--- config.mk ---
export PLATFORM = sky130hd
export DESIGN_NAME = ram_arbiter
export DESIGN_NICKNAME = d
export VERILOG_FILES = /design/src/rtl/mem_pkg.sv /design/src/rtl/arb2_rr.sv /design/src/rtl/ram_arbiter.sv
export SDC_FILE = /design/constraint.sdc
export NUM_CORES = 1
export LEC_CHECK = 0
export ABC_AREA = 1
export CAP_MARGIN = 20
export CORE_MARGIN = 4
export CORE_UTILIZATION = 43
export CTS_CLUSTER_DIAMETER = 120
export DETAILED_ROUTE_END_ITERATION = 12
export PLACE_DENSITY_LB_ADDON = 0.2
export SYNTH_ARGS = -nofsm -noshare
export SYNTH_HDL_FRONTEND = slang
export SYNTH_SLANG_ARGS = --single-unit
--- constraint.sdc ---
create_clock -name clk -period 1.5 [get_ports clk]
set_input_delay 0.3 -clock clk [delete_from_list [all_inputs] [get_ports clk]]
set_output_delay 0.3 -clock clk [all_outputs]
set_load 0.02 [all_outputs]
--- src/rtl/mem_pkg.sv ---
// Shared types and widths for the RAM access path (ram_arbiter, ram_256B).
package mem_pkg;
  localparam int ADDR_W = 8;
  localparam int DATA_W = 8;

  typedef enum logic [1:0] {
    ST_IDLE   = 2'd0,
    ST_ACCESS = 2'd1,
    ST_DONE   = 2'd2
  } state_t;

  typedef enum logic {
    PORT_IF = 1'b0,
    PORT_D  = 1'b1
  } port_t;

  // One arbitrated request as latched at grant time.
  typedef struct packed {
    port_t             port;
    logic              we;
    logic [ADDR_W-1:0] addr;
    logic [DATA_W-1:0] wdata;
  } req_t;
endpackage

--- src/rtl/arb2_rr.sv ---
// Two-request round-robin picker; purely combinational, history kept by the caller.
module arb2_rr
  import mem_pkg::*;
(
  input  logic  req_if,
  input  logic  req_d,
  input  port_t last_grant,
  output port_t grant
);
  always_comb begin
    grant = PORT_IF;
    if (req_if && req_d) grant = (last_grant == PORT_D) ? PORT_IF : PORT_D;
    else if (req_d)      grant = PORT_D;
  end
endmodule

--- src/rtl/ram_arbiter.sv ---
// Fetch / load-store arbiter in front of the single-port 256-byte RAM.
// One transaction in flight: IDLE -> ACCESS (1 or RD_LAT+1 cycles) -> DONE (ack).
module ram_arbiter
  import mem_pkg::*;
#(
  parameter int RD_LAT = 0
) (
  input  logic              clk,
  input  logic              rst_n,
  input  logic              if_req,
  input  logic [ADDR_W-1:0] if_addr,
  output logic              if_ack,
  output logic [DATA_W-1:0] if_rdata,
  input  logic              d_req,
  input  logic              d_we,
  input  logic [ADDR_W-1:0] d_addr,
  input  logic [DATA_W-1:0] d_wdata,
  output logic              d_ack,
  output logic [DATA_W-1:0] d_rdata,
  output logic              ram_we,
  output logic [ADDR_W-1:0] ram_addr,
  output logic [DATA_W-1:0] ram_wdata,
  input  logic [DATA_W-1:0] ram_rdata
);
  localparam logic CNT_LAST = (RD_LAT != 0);

  state_t state, state_nxt;
  port_t  last_grant, grant, lat_port;
  logic   lat_we, cnt, any_req, acc_last;
  req_t   sel;

  arb2_rr u_arb (
    .req_if     (if_req),
    .req_d      (d_req),
    .last_grant (last_grant),
    .grant      (grant)
  );

  assign any_req  = if_req | d_req;
  // Writes leave ACCESS after one cycle; reads wait out the RAM latency.
  assign acc_last = lat_we | (cnt == CNT_LAST);
  assign ram_we   = (state == ST_ACCESS) & lat_we;

  always_comb begin
    sel = '{port: PORT_IF, we: 1'b0, addr: if_addr, wdata: ram_wdata};
    if (grant == PORT_D) sel = '{port: PORT_D, we: d_we, addr: d_addr, wdata: d_wdata};
  end

  always_ff @(posedge clk) begin
    if (!rst_n) state <= ST_IDLE;
    else        state <= state_nxt;
  end

  always_comb begin
    state_nxt = state;
    case (state)
      ST_IDLE:   if (any_req) state_nxt = ST_ACCESS;
      ST_ACCESS: if (acc_last) state_nxt = ST_DONE;
      ST_DONE:   state_nxt = ST_IDLE;
      default:   state_nxt = ST_IDLE;
    endcase
  end

  always_ff @(posedge clk) begin
    if (!rst_n) begin
      last_grant <= PORT_D;
      lat_port   <= PORT_IF;
      lat_we     <= 1'b0;
      cnt        <= 1'b0;
      ram_addr   <= '0;
      ram_wdata  <= '0;
      if_ack     <= 1'b0;
      d_ack      <= 1'b0;
      if_rdata   <= '0;
      d_rdata    <= '0;
    end else begin
      if_ack <= 1'b0;
      d_ack  <= 1'b0;
      case (state)
        ST_IDLE: if (any_req) begin
          last_grant <= sel.port;
          lat_port   <= sel.port;
          lat_we     <= sel.we;
          ram_addr   <= sel.addr;
          ram_wdata  <= sel.wdata;
          cnt        <= 1'b0;
        end
        ST_ACCESS: begin
          if (acc_last) begin
            if (lat_port == PORT_IF) begin
              if_ack   <= 1'b1;
              if_rdata <= ram_rdata;
            end else begin
              d_ack <= 1'b1;
              if (!lat_we) d_rdata <= ram_rdata;
            end
          end else begin
            cnt <= cnt + 1'b1;
          end
        end
        default: ;
      endcase
    end
  end
endmodule
==> results.sh, run 1 <==
export IMPL_cts_root_buf="clkbuf_8"
export IMPL_maxCapViolCount=0
export IMPL_grt_max_degree=22
export IMPL_min_path_type="register to register"
export IMPL_mostFrequentLayoutCell="nor2_1"
export IMPL_drive_above_1_share_pct=12.2
export IMPL_finalSetupTns_ns=0
export IMPL_grt_pass1_wl_um=6940
export IMPL_hold_viol=0
export IMPL_cp_max_fo=8
export IMPL_final_cell_mix="79 x nor2_1, 57 x nand2_1, 40 x dfxtp_1"
export IMPL_postLayoutCoreUtil_pct=65.8
export IMPL_syn_cell_area_um2=1770
export IMPL_syn_nets=294
export IMPL_cp_required_ns=1.69
export IMPL_hold_path_depth=2
export IMPL_syn_inst=257
export IMPL_drt_wl_total_um=4190
export IMPL_crit_chain="clkdlybuf4s50_1 > nand2_1 > nand3_1 > clkinv_1 > nor2_1 > nor2_1"
export IMPL_worst_pin_slew_ns=0.343
export IMPL_num_vias=1771
export IMPL_crit_arrival_ns=1.52
export IMPL_dr_pass1_iters=4
export IMPL_drt_iter0_markers=102
export IMPL_finalSetupViolCount=0
export IMPL_p_sw_uw=760
export IMPL_seq_area_frac_synth_pct=45.1
export IMPL_insertion_delay_ns=0.29
export IMPL_clock_sinks=40
export IMPL_fp_dieW_um=72.2
export IMPL_power_density_nw_per_um2=957
export IMPL_whs_ns=0.476
export IMPL_ys_ff_latch=40
export IMPL_syn_to_final_growth_pct=48.4
export IMPL_coreArea_um2=4000
export IMPL_cts_setup_buffers=0
export IMPL_drc_errors=0
export IMPL_combPwrFrac_pct=26.0
export IMPL_p_leak_nw=1.33
export IMPL_place_ws_ns=-0.155
export IMPL_fin_crit_sh_pct=88.5
export IMPL_drt_wirelength_per_cell_um=10.8
export IMPL_fin_ws_ns=0.172
export IMPL_crit_type="primary input to register"
export IMPL_cp_end_kind="register"
export IMPL_boundaryPins=72
export IMPL_viasPerCell=4.58
export IMPL_path_delay_family="buffers and inverters"
export IMPL_clock_skew_ns=0.00418
export IMPL_r2r_cells=6
export IMPL_diodes=0
export IMPL_tritoncts="built"
export IMPL_p_int_mw=1.76
export IMPL_synth_distinct_cells=20
export IMPL_dieArea_um2=5220
export IMPL_postSynthAreaPerCell_um2=6.90
export IMPL_placementRows=23
export IMPL_clkPwrFrac_pct=26.8
export IMPL_cpPeakStageDelay_ns=0.53
export IMPL_drv_slew=0
export IMPL_hpwl_um=3260
export IMPL_numCtsBuffers=5
export IMPL_critPathSlowestCell="clkdlybuf4s50_1"
export IMPL_crit_top_cell="nor2_1"
export IMPL_irDropWorstVdd_v=0.000625
export IMPL_pwr_share_seq_pct=47.2
export IMPL_portBuffers=71
export IMPL_grt_pass1_vias=1709
export IMPL_ant_nets=0
export IMPL_clk_pin_slew_ns=0.07
export IMPL_nets=374
export IMPL_outcome="finished clean"
export IMPL_max_freq_ghz=0.753
export IMPL_switching_share_pct=30.2
export IMPL_start_util_pct=44.4
export IMPL_antenna_found_initial=0
export IMPL_path_buf_inv=2
export IMPL_cts_max_level=2
export IMPL_die_y_um=72.2
export IMPL_gp_congestion=0.746
export IMPL_overflow=0
export IMPL_maxSlewHeadroom_pct=77.1
export IMPL_grt_use_total_pct=16.9
export IMPL_min_period_ns=1.33
export IMPL_ys_warn_count=0
export IMPL_crit_cells=6
export IMPL_clockBufferDepth=2
export IMPL_critPathLaunchType="primary input"
export IMPL_rsz0062_at_grt="no"
export IMPL_power_mw=2.52
[cells in the mapped netlist, drive strengths merged]
cell,count,share of area [%]
a21oi,2,0.56
buf,8,3.0
clkbuf,2,0.42
clkinv,1,0.21
dfxtp,40,45
inv,30,6.3
nand2,59,13
nand3,3,1.1
nand4,17,6.0
nor2,86,21
o21ai,1,0.49
o21bai,8,3.4
[cell type report]
type,instances,area [um^2]
sequential,40,801
inverter,31,116
multi-input combinational,176,797
clock buffer,6,72.6
fill,405,1370
clock inverter,1,5.00
tap,50,62.6
timing repair buffer,83,778
[registers in the layout (all words and copies together), names as in the netlist]
register / flops
state: 2
d_rdata: 8
cnt: 1
lat_we: 1
if_rdata: 8
ram_addr: 8
if_ack: 1
ram_wdata: 8
last_grant: 1
d_ack: 1
lat_port: 1
[timing repair]
item / CTS / global route
pin swaps: 0 / 0
hold buffers: 0 / 0
setup endpoints to repair: 35 / 1
cloned: 0 / 0
resized for setup: 35 / 2
endpoints found under the hold margin: 0 / 0
[logic make-up after synthesis]
family	synth area share (%)
simple gates	40.5
compound gates	4.44
flops	45.1
buf+inv	9.94
[power groups by stage]
| stage | logic, mW | clock network [mW] | registers (mW) |
|---|---|---|---|
| 2_1_floorplan | 0.286 | 0 | 1.31 |
| 3_3_place_gp | 0.699 | 0 | 1.22 |
| 3_5_place_dp | 0.712 | 0 | 1.22 |
| 4_1_cts | 0.662 | 0.704 | 1.19 |
| 5_1_grt | 0.723 | 0.762 | 1.20 |
| 6_report | 0.654 | 0.675 | 1.19 |
[metrics by stage]
stage	instance area [um^2]	instances
after floorplan	1770	257
after global placement	2600	380
after detailed placement	2600	380
after CTS	2640	387
after global routing	2630	387
final	2630	387
[layer usage]
metal	up-vias	GRT usage, %	share of wire (%)
met3	3	5.96	8.2
met2	56	30.3	49
met4	0	5.64	0.96
met1	771	18.3	42
met5	-	0	0
li1	941	-	-
[final timing paths]
kind	startpoint	endpoint	slack (ns)
worst max-delay path	if_req	ram_wdata[1]	0.17
worst min-delay path	if_rdata[4]	if_rdata[4]	0.48
worst min register to register	if_rdata[4]	if_rdata[4]	0.48
worst max register to register	state[0]	ram_wdata[3]	0.23
[worst min-delay path, stage by stage (launching register included)]
cell and delay [ns]:
dfxtp_1 0.32, nor2_1 0.04, nor2_1 0.08
Power figures use the tool's default switching activity.
==> inputs of run 2 (changes only) <==
--- a/config.mk
+++ b/config.mk
@@ -12,6 +12,7 @@
 export CTS_CLUSTER_DIAMETER = 120
 export DETAILED_ROUTE_END_ITERATION = 12
 export PLACE_DENSITY_LB_ADDON = 0.2
+export RECOVER_POWER = 25
 export SYNTH_ARGS = -nofsm -noshare
 export SYNTH_HDL_FRONTEND = slang
 export SYNTH_SLANG_ARGS = --single-unit
==> results.sh, run 2 (synthesis results as in run 1) <==
export IMPL_worst_pin_slew_ns=0.404
export IMPL_critPathSlowestCell="dlygate4sd3_1"
export IMPL_boundaryPins=72
export IMPL_clockBufferDepth=2
export IMPL_drive_above_1_share_pct=10.7
export IMPL_final_cell_mix="80 x nor2_1, 57 x nand2_1, 40 x dfxtp_1"
export IMPL_p_leak_nw=1.32
export IMPL_min_path_type="register to register"
export IMPL_dieArea_um2=5220
export IMPL_fp_dieW_um=72.2
export IMPL_drc_errors=0
export IMPL_ant_nets=0
export IMPL_crit_type="primary input to register"
export IMPL_irDropWorstVdd_v=0.000626
export IMPL_cts_root_buf="clkbuf_8"
export IMPL_overflow=0
export IMPL_nets=374
export IMPL_syn_to_final_growth_pct=47.5
export IMPL_cp_max_fo=11
export IMPL_die_y_um=72.2
export IMPL_drt_iter0_markers=110
export IMPL_critPathLaunchType="primary input"
export IMPL_power_mw=2.51
export IMPL_drt_wl_total_um=4190
export IMPL_dr_pass1_iters=5
export IMPL_min_period_ns=1.42
export IMPL_grt_max_degree=22
export IMPL_cts_setup_buffers=0
export IMPL_numCtsBuffers=5
export IMPL_rsz0062_at_grt="no"
export IMPL_gp_congestion=0.746
export IMPL_grt_pass1_vias=1709
export IMPL_num_vias=1768
export IMPL_cp_end_kind="register"
export IMPL_tritoncts="built"
export IMPL_grt_use_total_pct=16.9
export IMPL_holdBufCountCts=0
export IMPL_diodes=0
export IMPL_power_density_nw_per_um2=959
export IMPL_grt_pass1_wl_um=6940
export IMPL_path_buf_inv=2
export IMPL_portBuffers=71
export IMPL_hpwl_um=3260
export IMPL_cts_max_level=2
export IMPL_crit_top_cell="nand2_1"
export IMPL_path_delay_family="buffers and inverters"
export IMPL_cp_required_ns=1.69
export IMPL_drt_wirelength_per_cell_um=10.8
export IMPL_coreArea_um2=4000
export IMPL_crit_chain="dlygate4sd3_1 > o21ai_0 > buf_12 > nand2_1 > nand2_1 > nor2_1"
export IMPL_crit_arrival_ns=1.62
export IMPL_finalSetupTns_ns=0
export IMPL_cts_resized=35
export IMPL_mostFrequentLayoutCell="nor2_1"
export IMPL_outcome="finished clean"
export IMPL_fin_crit_sh_pct=94.9
export IMPL_clk_pin_slew_ns=0.07
export IMPL_max_freq_ghz=0.703
export IMPL_clock_skew_ns=0.00559
export IMPL_postLayoutCoreUtil_pct=65.4
export IMPL_maxSlewHeadroom_pct=72.8
export IMPL_start_util_pct=44.4
export IMPL_insertion_delay_ns=0.29
export IMPL_maxCapViolCount=0
export IMPL_hold_viol=0
export IMPL_finalSetupViolCount=0
export IMPL_placementRows=23
export IMPL_antenna_found_initial=0
export IMPL_clock_sinks=40
export IMPL_drv_slew=0
export IMPL_viasPerCell=4.57
export IMPL_cpPeakStageDelay_ns=0.61
==> run 2: worst paths after layout <==
path                     from  depth (start not counted)           to  slack [ns]
setup reg to reg     state[1]                          7  ram_addr[7]        0.24
hold reg to reg   if_rdata[4]                          2  if_rdata[4]        0.48
setup / recovery        d_req                          6  ram_addr[7]        0.08
hold / removal    if_rdata[4]                          2  if_rdata[4]        0.48
==> run 2: metal layers <==
metal | track usage, % | up-vias | part of all wire, %
li1 | - | 944 | -
met1 | 18.3 | 760 | 42
met2 | 30.3 | 59 | 49
met5 | 0 | - | 0
met4 | 5.64 | 0 | 1.2
met3 | 5.96 | 5 | 8.0
==> run 2: cell type report <==
| cell class | count | area [um^2] |
|---|---|---|
| Fill cell | 410 | 1380 |
| Sequential cell | 40 | 801 |
| Multi-Input combinational cell | 176 | 786 |
| Timing Repair Buffer | 83 | 774 |
| Inverter | 31 | 116 |
| Clock buffer | 6 | 72.6 |
| Tap cell | 50 | 62.6 |
| Clock inverter | 1 | 5.00 |
==> run 2: through the flow <==
stage | hold slack (ns) | setup slack, ns | instances | cell area (um^2)
after floorplan | 0.429 | 0.401 | 257 | 1770
after global placement | 0.458 | -0.0779 | 380 | 2600
after detailed placement | 0.462 | -0.155 | 380 | 2600
after CTS | 0.482 | 0.0106 | 387 | 2640
after global routing | 0.505 | 0.0432 | 387 | 2620
final | 0.475 | 0.0766 | 387 | 2620
==> run 2: where the power goes <==
group	switching [mW]	leakage [nW]	internal, mW
clock	0.358	0.0410	0.316
sequential	0.0416	0.328	1.15
combinational	0.357	0.952	0.290
total	0.756	1.32	1.75
==> run 2: worst register-to-register path, cell delays in order (launching register included) <==
cell     delay [ns]
dfxtp_1        0.32
buf_4          0.14
nor2_2         0.15
o21ai_0        0.20
buf_12         0.19
nand2_1        0.05
nand2_1        0.05
nor2_1         0.10
